**config.mk**
```make
export PLATFORM = sky130hd
export DESIGN_NAME = id_stage_decoder
export DESIGN_NICKNAME = d
export VERILOG_FILES = /design/src/rtl/riscv_lite_pkg.sv /design/src/rtl/id_imm_gen.sv /design/src/rtl/id_stage_decoder.sv
export SDC_FILE = /design/constraint.sdc
export NUM_CORES = 1
export LEC_CHECK = 0
export BUFFER_PORTS_ARGS = -buffer_cell sky130_fd_sc_hd__buf_4
export CORE_AREA = 2 2 87 122
export CTS_CLUSTER_DIAMETER = 50
export CTS_CLUSTER_SIZE = 12
export DETAILED_ROUTE_END_ITERATION = 7
export DIE_AREA = 0 0 89 124
export PLACE_DENSITY = 0.87
export SLEW_MARGIN = 20
export SYNTH_ARGS = -nofsm -noshare
export SYNTH_HDL_FRONTEND = slang
export SYNTH_SLANG_ARGS = --single-unit
```
**constraint.sdc**
```tcl
create_clock -name clk_i -period 2.38 [get_ports clk_i]
set_input_delay 0.119 -clock clk_i [delete_from_list [all_inputs] [get_ports clk_i]]
set_output_delay 0.119 -clock clk_i [all_outputs]
set_load 0.01 [all_outputs]
```
**src/rtl/riscv_lite_pkg.sv**
```systemverilog
// Shared RISC-V-lite decode types: opcodes, ALU control codes, immediate formats
// and the ID/EX pipeline bundle.
package riscv_lite_pkg;

  localparam logic [6:0] OpcOp     = 7'b0110011;
  localparam logic [6:0] OpcOpImm  = 7'b0010011;
  localparam logic [6:0] OpcLui    = 7'b0110111;
  localparam logic [6:0] OpcLoad   = 7'b0000011;
  localparam logic [6:0] OpcStore  = 7'b0100011;
  localparam logic [6:0] OpcJal    = 7'b1101111;
  localparam logic [6:0] OpcJalr   = 7'b1100111;
  localparam logic [6:0] OpcBranch = 7'b1100011;

  localparam logic [6:0] F7Zero = 7'b0000000;
  localparam logic [6:0] F7Alt  = 7'b0100000;

  typedef enum logic [3:0] {
    AluAdd  = 4'b0000,
    AluSll  = 4'b0001,
    AluSra  = 4'b0010,
    AluSub  = 4'b0011,
    AluXor  = 4'b0100,
    AluLink = 4'b0101,
    AluPass = 4'b0110,
    AluBle  = 4'b0111,
    AluBne  = 4'b1000
  } alu_ctrl_t;

  typedef enum logic [2:0] {
    ImmNone,
    ImmI,
    ImmS,
    ImmB,
    ImmU,
    ImmJ,
    ImmShamt
  } imm_type_t;

  typedef struct packed {
    logic [31:0] pc;
    alu_ctrl_t   alu_ctrl;
    logic        op1_sel;
    logic        op2_sel;
    logic [31:0] imm;
    logic [4:0]  rs1;
    logic [4:0]  rs2;
    logic [4:0]  rd;
    logic        reg_we;
    logic        mem_rd;
    logic        mem_wr;
    logic        branch;
    logic        jump;
  } id_ex_t;

endpackage

```
**src/rtl/id_imm_gen.sv**
```systemverilog
// Combinational immediate extractor/sign-extender for the I/S/B/U/J formats and
// zero-extended shift amounts. The opcode bits are not needed here.
module id_imm_gen
  import riscv_lite_pkg::*;
(
  input  logic [31:7] i_instr,
  input  imm_type_t   i_imm_type,
  output logic [31:0] o_imm
);

  always_comb begin
    o_imm = 32'd0;
    case (i_imm_type)
      ImmI:     o_imm = {{20{i_instr[31]}}, i_instr[31:20]};
      ImmS:     o_imm = {{20{i_instr[31]}}, i_instr[31:25], i_instr[11:7]};
      ImmB:     o_imm = {{19{i_instr[31]}}, i_instr[31], i_instr[7], i_instr[30:25],
                         i_instr[11:8], 1'b0};
      ImmU:     o_imm = {i_instr[31:12], 12'd0};
      ImmJ:     o_imm = {{11{i_instr[31]}}, i_instr[31], i_instr[19:12], i_instr[20],
                         i_instr[30:21], 1'b0};
      ImmShamt: o_imm = {27'd0, i_instr[24:20]};
      default:  o_imm = 32'd0;
    endcase
  end

endmodule

```
**src/rtl/id_stage_decoder.sv**
```systemverilog
// ID stage: decodes one instruction per cycle into a registered ID/EX bundle with
// load-use bubbling and flush. Define ID_ILLEGAL_CHECK_EN for full funct checking.
module id_stage_decoder
  import riscv_lite_pkg::*;
#(
  parameter int unsigned STALL_CNT_W = 16
) (
  input  logic                   clk_i,
  input  logic                   rst_n_i,
  input  logic                   flush_i,
  input  logic                   in_valid_i,
  output logic                   in_ready_o,
  input  logic [31:0]            instr_i,
  input  logic [31:0]            pc_i,
  output logic                   out_valid_o,
  input  logic                   out_ready_i,
  output logic [31:0]            pc_o,
  output logic [3:0]             alu_ctrl_o,
  output logic                   op1_sel_o,
  output logic                   op2_sel_o,
  output logic [31:0]            imm_o,
  output logic [4:0]             rs1_o,
  output logic [4:0]             rs2_o,
  output logic [4:0]             rd_o,
  output logic                   reg_we_o,
  output logic                   mem_rd_o,
  output logic                   mem_wr_o,
  output logic                   branch_o,
  output logic                   jump_o,
  output logic                   illegal_o,
  output logic [STALL_CNT_W-1:0] stall_cnt_o
);

`ifdef ID_ILLEGAL_CHECK_EN
  localparam logic IllegalCheck = 1'b1;
`else
  localparam logic IllegalCheck = 1'b0;
`endif
  localparam logic [STALL_CNT_W-1:0] CntOne = 1;

  logic [6:0]  w_opcode, w_funct7;
  logic [2:0]  w_funct3;
  logic [4:0]  w_rs1, w_rs2, w_rd;
  logic        w_known, w_funct_ok, w_illegal, w_nop;
  logic        w_uses_rs1, w_uses_rs2;
  logic        w_load, w_hazard, w_accept, w_stall;
  imm_type_t   w_imm_type;
  logic [31:0] w_imm;
  id_ex_t      w_dec, w_bundle;

  id_ex_t                 r_bundle;
  logic                   r_valid, r_illegal;
  logic [STALL_CNT_W-1:0] r_stall_cnt;

  assign w_opcode = instr_i[6:0];
  assign w_funct3 = instr_i[14:12];
  assign w_funct7 = instr_i[31:25];
  assign w_rs1    = instr_i[19:15];
  assign w_rs2    = instr_i[24:20];
  assign w_rd     = instr_i[11:7];

  id_imm_gen u_imm_gen (
    .i_instr    (instr_i[31:7]),
    .i_imm_type (w_imm_type),
    .o_imm      (w_imm)
  );

  // Unsupported funct fields fall through to the base op of the opcode.
  always_comb begin
    w_dec          = '0;
    w_dec.pc       = pc_i;
    w_dec.alu_ctrl = AluAdd;
    w_imm_type     = ImmNone;
    w_known        = 1'b1;
    w_funct_ok     = 1'b1;
    w_uses_rs1     = 1'b0;
    w_uses_rs2     = 1'b0;
    case (w_opcode)
      OpcOp: begin
        w_uses_rs1   = 1'b1;
        w_uses_rs2   = 1'b1;
        w_dec.reg_we = 1'b1;
        if (w_funct3 == 3'b000 && w_funct7 == F7Alt) w_dec.alu_ctrl = AluSub;
        else if (w_funct3 == 3'b100 && w_funct7 == F7Zero) w_dec.alu_ctrl = AluXor;
        else w_funct_ok = (w_funct3 == 3'b000) && (w_funct7 == F7Zero);
      end
      OpcOpImm: begin
        w_uses_rs1    = 1'b1;
        w_dec.reg_we  = 1'b1;
        w_dec.op2_sel = 1'b1;
        w_imm_type    = ImmI;
        if (w_funct3 == 3'b001 && w_funct7 == F7Zero) begin
          w_dec.alu_ctrl = AluSll;
          w_imm_type     = ImmShamt;
        end else if (w_funct3 == 3'b101 && w_funct7 == F7Alt) begin
          w_dec.alu_ctrl = AluSra;
          w_imm_type     = ImmShamt;
        end else begin
          w_funct_ok = (w_funct3 == 3'b000);
        end
      end
      OpcLui: begin
        w_dec.reg_we   = 1'b1;
        w_dec.op2_sel  = 1'b1;
        w_dec.alu_ctrl = AluPass;
        w_imm_type     = ImmU;
      end
      OpcLoad: begin
        w_uses_rs1    = 1'b1;
        w_dec.reg_we  = 1'b1;
        w_dec.mem_rd  = 1'b1;
        w_dec.op2_sel = 1'b1;
        w_imm_type    = ImmI;
        w_funct_ok    = (w_funct3 == 3'b010);
      end
      OpcStore: begin
        w_uses_rs1    = 1'b1;
        w_uses_rs2    = 1'b1;
        w_dec.mem_wr  = 1'b1;
        w_dec.op2_sel = 1'b1;
        w_imm_type    = ImmS;
        w_funct_ok    = (w_funct3 == 3'b010);
      end
      OpcJal: begin
        w_dec.reg_we   = 1'b1;
        w_dec.jump     = 1'b1;
        w_dec.op1_sel  = 1'b1;
        w_dec.alu_ctrl = AluLink;
        w_imm_type     = ImmJ;
      end
      OpcJalr: begin
        w_uses_rs1     = 1'b1;
        w_dec.reg_we   = 1'b1;
        w_dec.jump     = 1'b1;
        w_dec.op1_sel  = 1'b1;
        w_dec.alu_ctrl = AluLink;
        w_imm_type     = ImmI;
        w_funct_ok     = (w_funct3 == 3'b000);
      end
      OpcBranch: begin
        w_uses_rs1     = 1'b1;
        w_uses_rs2     = 1'b1;
        w_dec.branch   = 1'b1;
        w_imm_type     = ImmB;
        w_dec.alu_ctrl = (w_funct3 == 3'b001) ? AluBne : AluBle;
        w_funct_ok     = (w_funct3 == 3'b001) || (w_funct3 == 3'b101);
      end
      default: w_known = 1'b0;
    endcase
    w_dec.rs1    = w_uses_rs1 ? w_rs1 : 5'd0;
    w_dec.rs2    = w_uses_rs2 ? w_rs2 : 5'd0;
    w_dec.rd     = w_dec.reg_we ? w_rd : 5'd0;
    w_dec.reg_we = w_dec.reg_we & (w_rd != 5'd0);
  end

  assign w_illegal = IllegalCheck & (~w_known | ~w_funct_ok);
  assign w_nop     = ~w_known | w_illegal;

  always_comb begin
    w_bundle     = w_dec;
    w_bundle.imm = w_imm;
    if (w_nop) begin
      w_bundle    = '0;
      w_bundle.pc = pc_i;
    end
  end

  assign w_load   = ~r_valid | out_ready_i;
  assign w_hazard = r_valid & r_bundle.mem_rd & (r_bundle.rd != 5'd0) & in_valid_i &
                    ((w_uses_rs1 & (w_rs1 == r_bundle.rd)) |
                     (w_uses_rs2 & (w_rs2 == r_bundle.rd)));
  // A flush drains IF unconditionally so the wrong-path instruction is discarded.
  assign in_ready_o = flush_i | (w_load & ~w_hazard);
  assign w_accept   = ~flush_i & w_load & ~w_hazard & in_valid_i;
  assign w_stall    = ~flush_i & w_load & w_hazard;

  always_ff @(posedge clk_i or negedge rst_n_i) begin
    if (!rst_n_i) begin
      r_valid     <= 1'b0;
      r_bundle    <= '0;
      r_illegal   <= 1'b0;
      r_stall_cnt <= '0;
    end else begin
      r_illegal <= w_accept & w_illegal;
      if (flush_i) begin
        r_valid <= 1'b0;
      end else if (w_load) begin
        r_valid <= w_accept;
        if (w_accept) r_bundle <= w_bundle;
      end
      if (w_stall && (r_stall_cnt != '1)) r_stall_cnt <= r_stall_cnt + CntOne;
    end
  end

  assign out_valid_o = r_valid;
  assign pc_o        = r_bundle.pc;
  assign alu_ctrl_o  = r_bundle.alu_ctrl;
  assign op1_sel_o   = r_bundle.op1_sel;
  assign op2_sel_o   = r_bundle.op2_sel;
  assign imm_o       = r_bundle.imm;
  assign rs1_o       = r_bundle.rs1;
  assign rs2_o       = r_bundle.rs2;
  assign rd_o        = r_bundle.rd;
  assign reg_we_o    = r_bundle.reg_we;
  assign mem_rd_o    = r_bundle.mem_rd;
  assign mem_wr_o    = r_bundle.mem_wr;
  assign branch_o    = r_bundle.branch;
  assign jump_o      = r_bundle.jump;
  assign illegal_o   = r_illegal;
  assign stall_cnt_o = r_stall_cnt;

endmodule

```
==> results.ini <==
[global_routing]
antenna_found_initial = 0
gr-total-overflow = 0
grt_max_degree = 51
grt_pass1_wl_mm = 22.5
grt_pass1_vias = 4659
grtUsageTotal = 0.265

[critical_path]
arrival_ps = 2510
rr_worst_depth = 8
reg2reg_from = rd_o[3]$_DFFE_PN0P_
path_max_fanout = 15
timing.rr.end = stall_cnt_o[15]$_DFFE_PN0P_
worstSetupStartpoint = rd_o[3]$_DFFE_PN0P_
end_kind = flip-flop
cp.required_ps = 2640
critical_path_class = reg2reg
r2r_slack_ps = 130
start_kind = flip-flop

[finish]
fin_nets = 747
fillCellCount = 743
antenna_cells = 0
postLayoutCellArea_um2 = 6970
fin_cells = 817
drive_above_1_share = 0.377
syn_to_final_growth_pct = 42.8

[detailed_routing]
drt_iter0_drc = 519
wl_per_cell_um = 17.6
antenna_left = 0
first_pass_iters = 5
drc = 0
wl_mm = 14.4
viasPerCell = 5.55
vias = 4536

[timing]
clock_skew_ps = 7.73
rsz0062_at_grt = no
worst_slack_ps = 133
setup_viol = 0
fin_crit_sh = 0.944
timing.final.hold_violations = 0
period_minus_slack_ps = 2250
fin_setup_tns_ps = 0
drv_slew = 0
max_freq_ghz = 0.445

[cts]
cts_sinks = 106
cts_made_buffers = 9
clkTransAtPathRegs_ps = 70
cts_root_buf = clkbuf_16
clockBufferDepth = 2
h-tree-depth = 3
cts_tree = yes
clk_latency_ps = 350
post_cts_buffers = 0

[logic_synthesis]
synth-edff-count = 0
ys_types = 46
dominantRegCellSynth = dfrtp_1
synth-seq-cells = 106
netlist_area_um2 = 4880
ys_seq_area_frac = 0.543
synthesis.nets = 545
syn_area_per_cell_um2 = 10.3
yosysWarnings = 0
synthCells = 475
postSynth.asyncResetShare = 1.00

[place]
placed_area_um2 = 6430
dp_hpwl_mm = 10.5
port_buffers = 176
place_ws_ps = 157
placed_cells = 777
gp_congestion = 0.927

[hold_path]
hold_path_class = in2reg
min_from = pc_i[17]
hold_path_end = pc_o[17]$_DFFE_PN0P_
hold_depth = 2

[floorplan]
fp.dieArea_um2 = 11000
io_pins = 178
core_um2 = 9900
rows = 43
die_h_um = 124
start_util = 0.493
die_w_um = 89

[power_and_ir_drop]
power_frac_clock = 0.354
seqPwrFrac = 0.484
power_frac_comb = 0.162
internal_power_mw = 3.00
p_leak_nw = 3.32
net-switching-power_mw = 1.06
ir_drop_mv = 0.395
netSwitchingFraction = 0.261
power_density_nw_per_um2 = 583

[run_status]
outcome = completed

[run]
cap_violations = 0

==> cells in the final DEF, fill, tap and decap left out, drive strengths merged, types with 2 or more instances in the layout <==
master / synthesis / layout
o41ai: 3 / 3
xor2: 18 / 18
mux2: 34 / 34
nand3: 13 / 13
nor4: 7 / 7
nand4: 4 / 4
a22oi: 5 / 5
dlygate4sd3: 0 / 24
o21ai: 50 / 50
or3: 2 / 2
a21oi: 29 / 29
nand3b: 2 / 2
dfrtp: 106 / 106
nor4b: 2 / 2
clkbuf: 13 / 10
nor2b: 5 / 5
a32o: 6 / 6
nand2: 82 / 82
nor2: 19 / 19
nor3: 11 / 11
a31oi: 2 / 2
o21a: 3 / 3
buf: 16 / 196
nand2b: 6 / 6
o22ai: 2 / 2
and2: 2 / 2
xnor2: 9 / 9
inv: 5 / 8
and3: 7 / 7
clkinv: 0 / 2
==> routing by layer <==
| layer | up-vias | GRT usage | share of wire |
|---|---|---|---|
| met2 | 253 | 0.444 | 0.51 |
| met4 | 0 | 0.154 | 0.043 |
| met1 | 2171 | 0.303 | 0.36 |
| met5 | - | 0 | 0 |
| li1 | 2056 | - | - |
| met3 | 56 | 0.0643 | 0.084 |
==> synthesized netlist by cell type (2+ instances only) <==
cell type / instances / area (um2)
nand3b_1: 2 / 15.0
o41ai_1: 3 / 26.3
buf_1: 5 / 18.8
o21ai_0: 50 / 250
nor3_2: 3 / 30.0
nor3_1: 8 / 40.0
xor2_1: 18 / 158
buf_2: 8 / 40.0
and3_1: 7 / 43.8
nor2b_1: 5 / 31.3
mux2_2: 33 / 372
nor4_1: 6 / 37.5
inv_1: 5 / 18.8
a22oi_1: 5 / 37.5
nor2_1: 19 / 71.3
a21oi_1: 29 / 145
nand3_1: 13 / 65.1
nand2b_1: 6 / 37.5
clkbuf_1: 13 / 48.8
a32o_1: 6 / 60.1
and2_1: 2 / 12.5
nand4_1: 4 / 25.0
o22ai_1: 2 / 12.5
nor4b_1: 2 / 17.5
o21a_1: 3 / 22.5
or3_1: 2 / 12.5
nand2_1: 82 / 308
xnor2_1: 9 / 78.8
a31oi_1: 2 / 12.5
dfrtp_1: 106 / 2650
buf_4: 2 / 15.0
==> worst max-delay path, stage by stage, from the launching register on <==
cell	delay (ps)
dfrtp_1	440
xor2_1	160
nor3_1	210
and4_1	230
o211ai_2	100
or3b_1	400
buf_4	210
nor4_2	250
xor2_1	170
==> per-stage QoR <==
| stage | util | hold slack [ps] | total power, mW |
|---|---|---|---|
| floorplan | - | -177 | 2.24 |
| global placement | 0.650 | 89.7 | 2.60 |
| detailed placement | 0.650 | 99.9 | 2.63 |
| CTS | 0.702 | 1.88 | 4.09 |
| global route | 0.704 | 1.46 | 4.23 |
| finish | 0.704 | 10.6 | 4.06 |
==> logic make-up after synthesis <==
group           count (synthesis)  share of synthesized area
simple gates                  166                      0.162
compound gates                106                      0.132
flops                         106                      0.543
mux                            34                     0.0792
buf+inv                        34                     0.0313
xor+xnor                       27                     0.0484
fa+ha+maj                       1                    0.00256
other cells                     1                   0.000768
==> flip-flops by register name (all words and copies together), names as in the netlist <==
register     count
rs2_o            5
out_valid_o      1
op2_sel_o        1
stall_cnt_o     16
op1_sel_o        1
imm_o           32
rs1_o            5
pc_o            32
mem_wr_o         1
alu_ctrl_o       4
reg_we_o         1
branch_o         1
mem_rd_o         1
rd_o             5
==> power groups by stage <==
stage	sequential [mW]	clock, mW	combinational (mW)
detailed placement	2.00	0	0.624
floorplan	2.04	0	0.198
global route	1.98	1.54	0.707
CTS	1.97	1.47	0.655
global placement	1.99	0	0.607
finish	1.97	1.44	0.659
==> cell type report <==
cell class              instances  area [um2]  area share
clock buffers                  10         239      0.0343
clock inverters                 6        47.5     0.00682
inverters                       5        18.8     0.00269
multi-input cells             335        2100       0.302
flip-flops and latches        106        2650       0.381
well taps                     135         169      0.0242
repair buffers                220        1740       0.249
==> worst max path at each step <==
stage                                              to  slack [ps]  cells past startpoint
after floorplan            stall_cnt_o[1]$_DFFE_PN0P_         230                      8
after global routing      stall_cnt_o[15]$_DFFE_PN0P_           6                      8
after global placement    stall_cnt_o[15]$_DFFE_PN0P_         190                      8
after CTS                 stall_cnt_o[11]$_DFFE_PN0P_         120                      8
final                     stall_cnt_o[15]$_DFFE_PN0P_         130                      8
after detailed placement  stall_cnt_o[11]$_DFFE_PN0P_         160                      8
==> what timing repair did <==
| action | 4_1_cts | 5_1_grt |
|---|---|---|
| hold endpoints to repair | 55 | 1 |
| endpoints found under the setup margin | 0 | 2 |
| hold buffers | 23 | 1 |
| gates resized for setup | 0 | 2 |
Power figures use the tool's default switching activity.
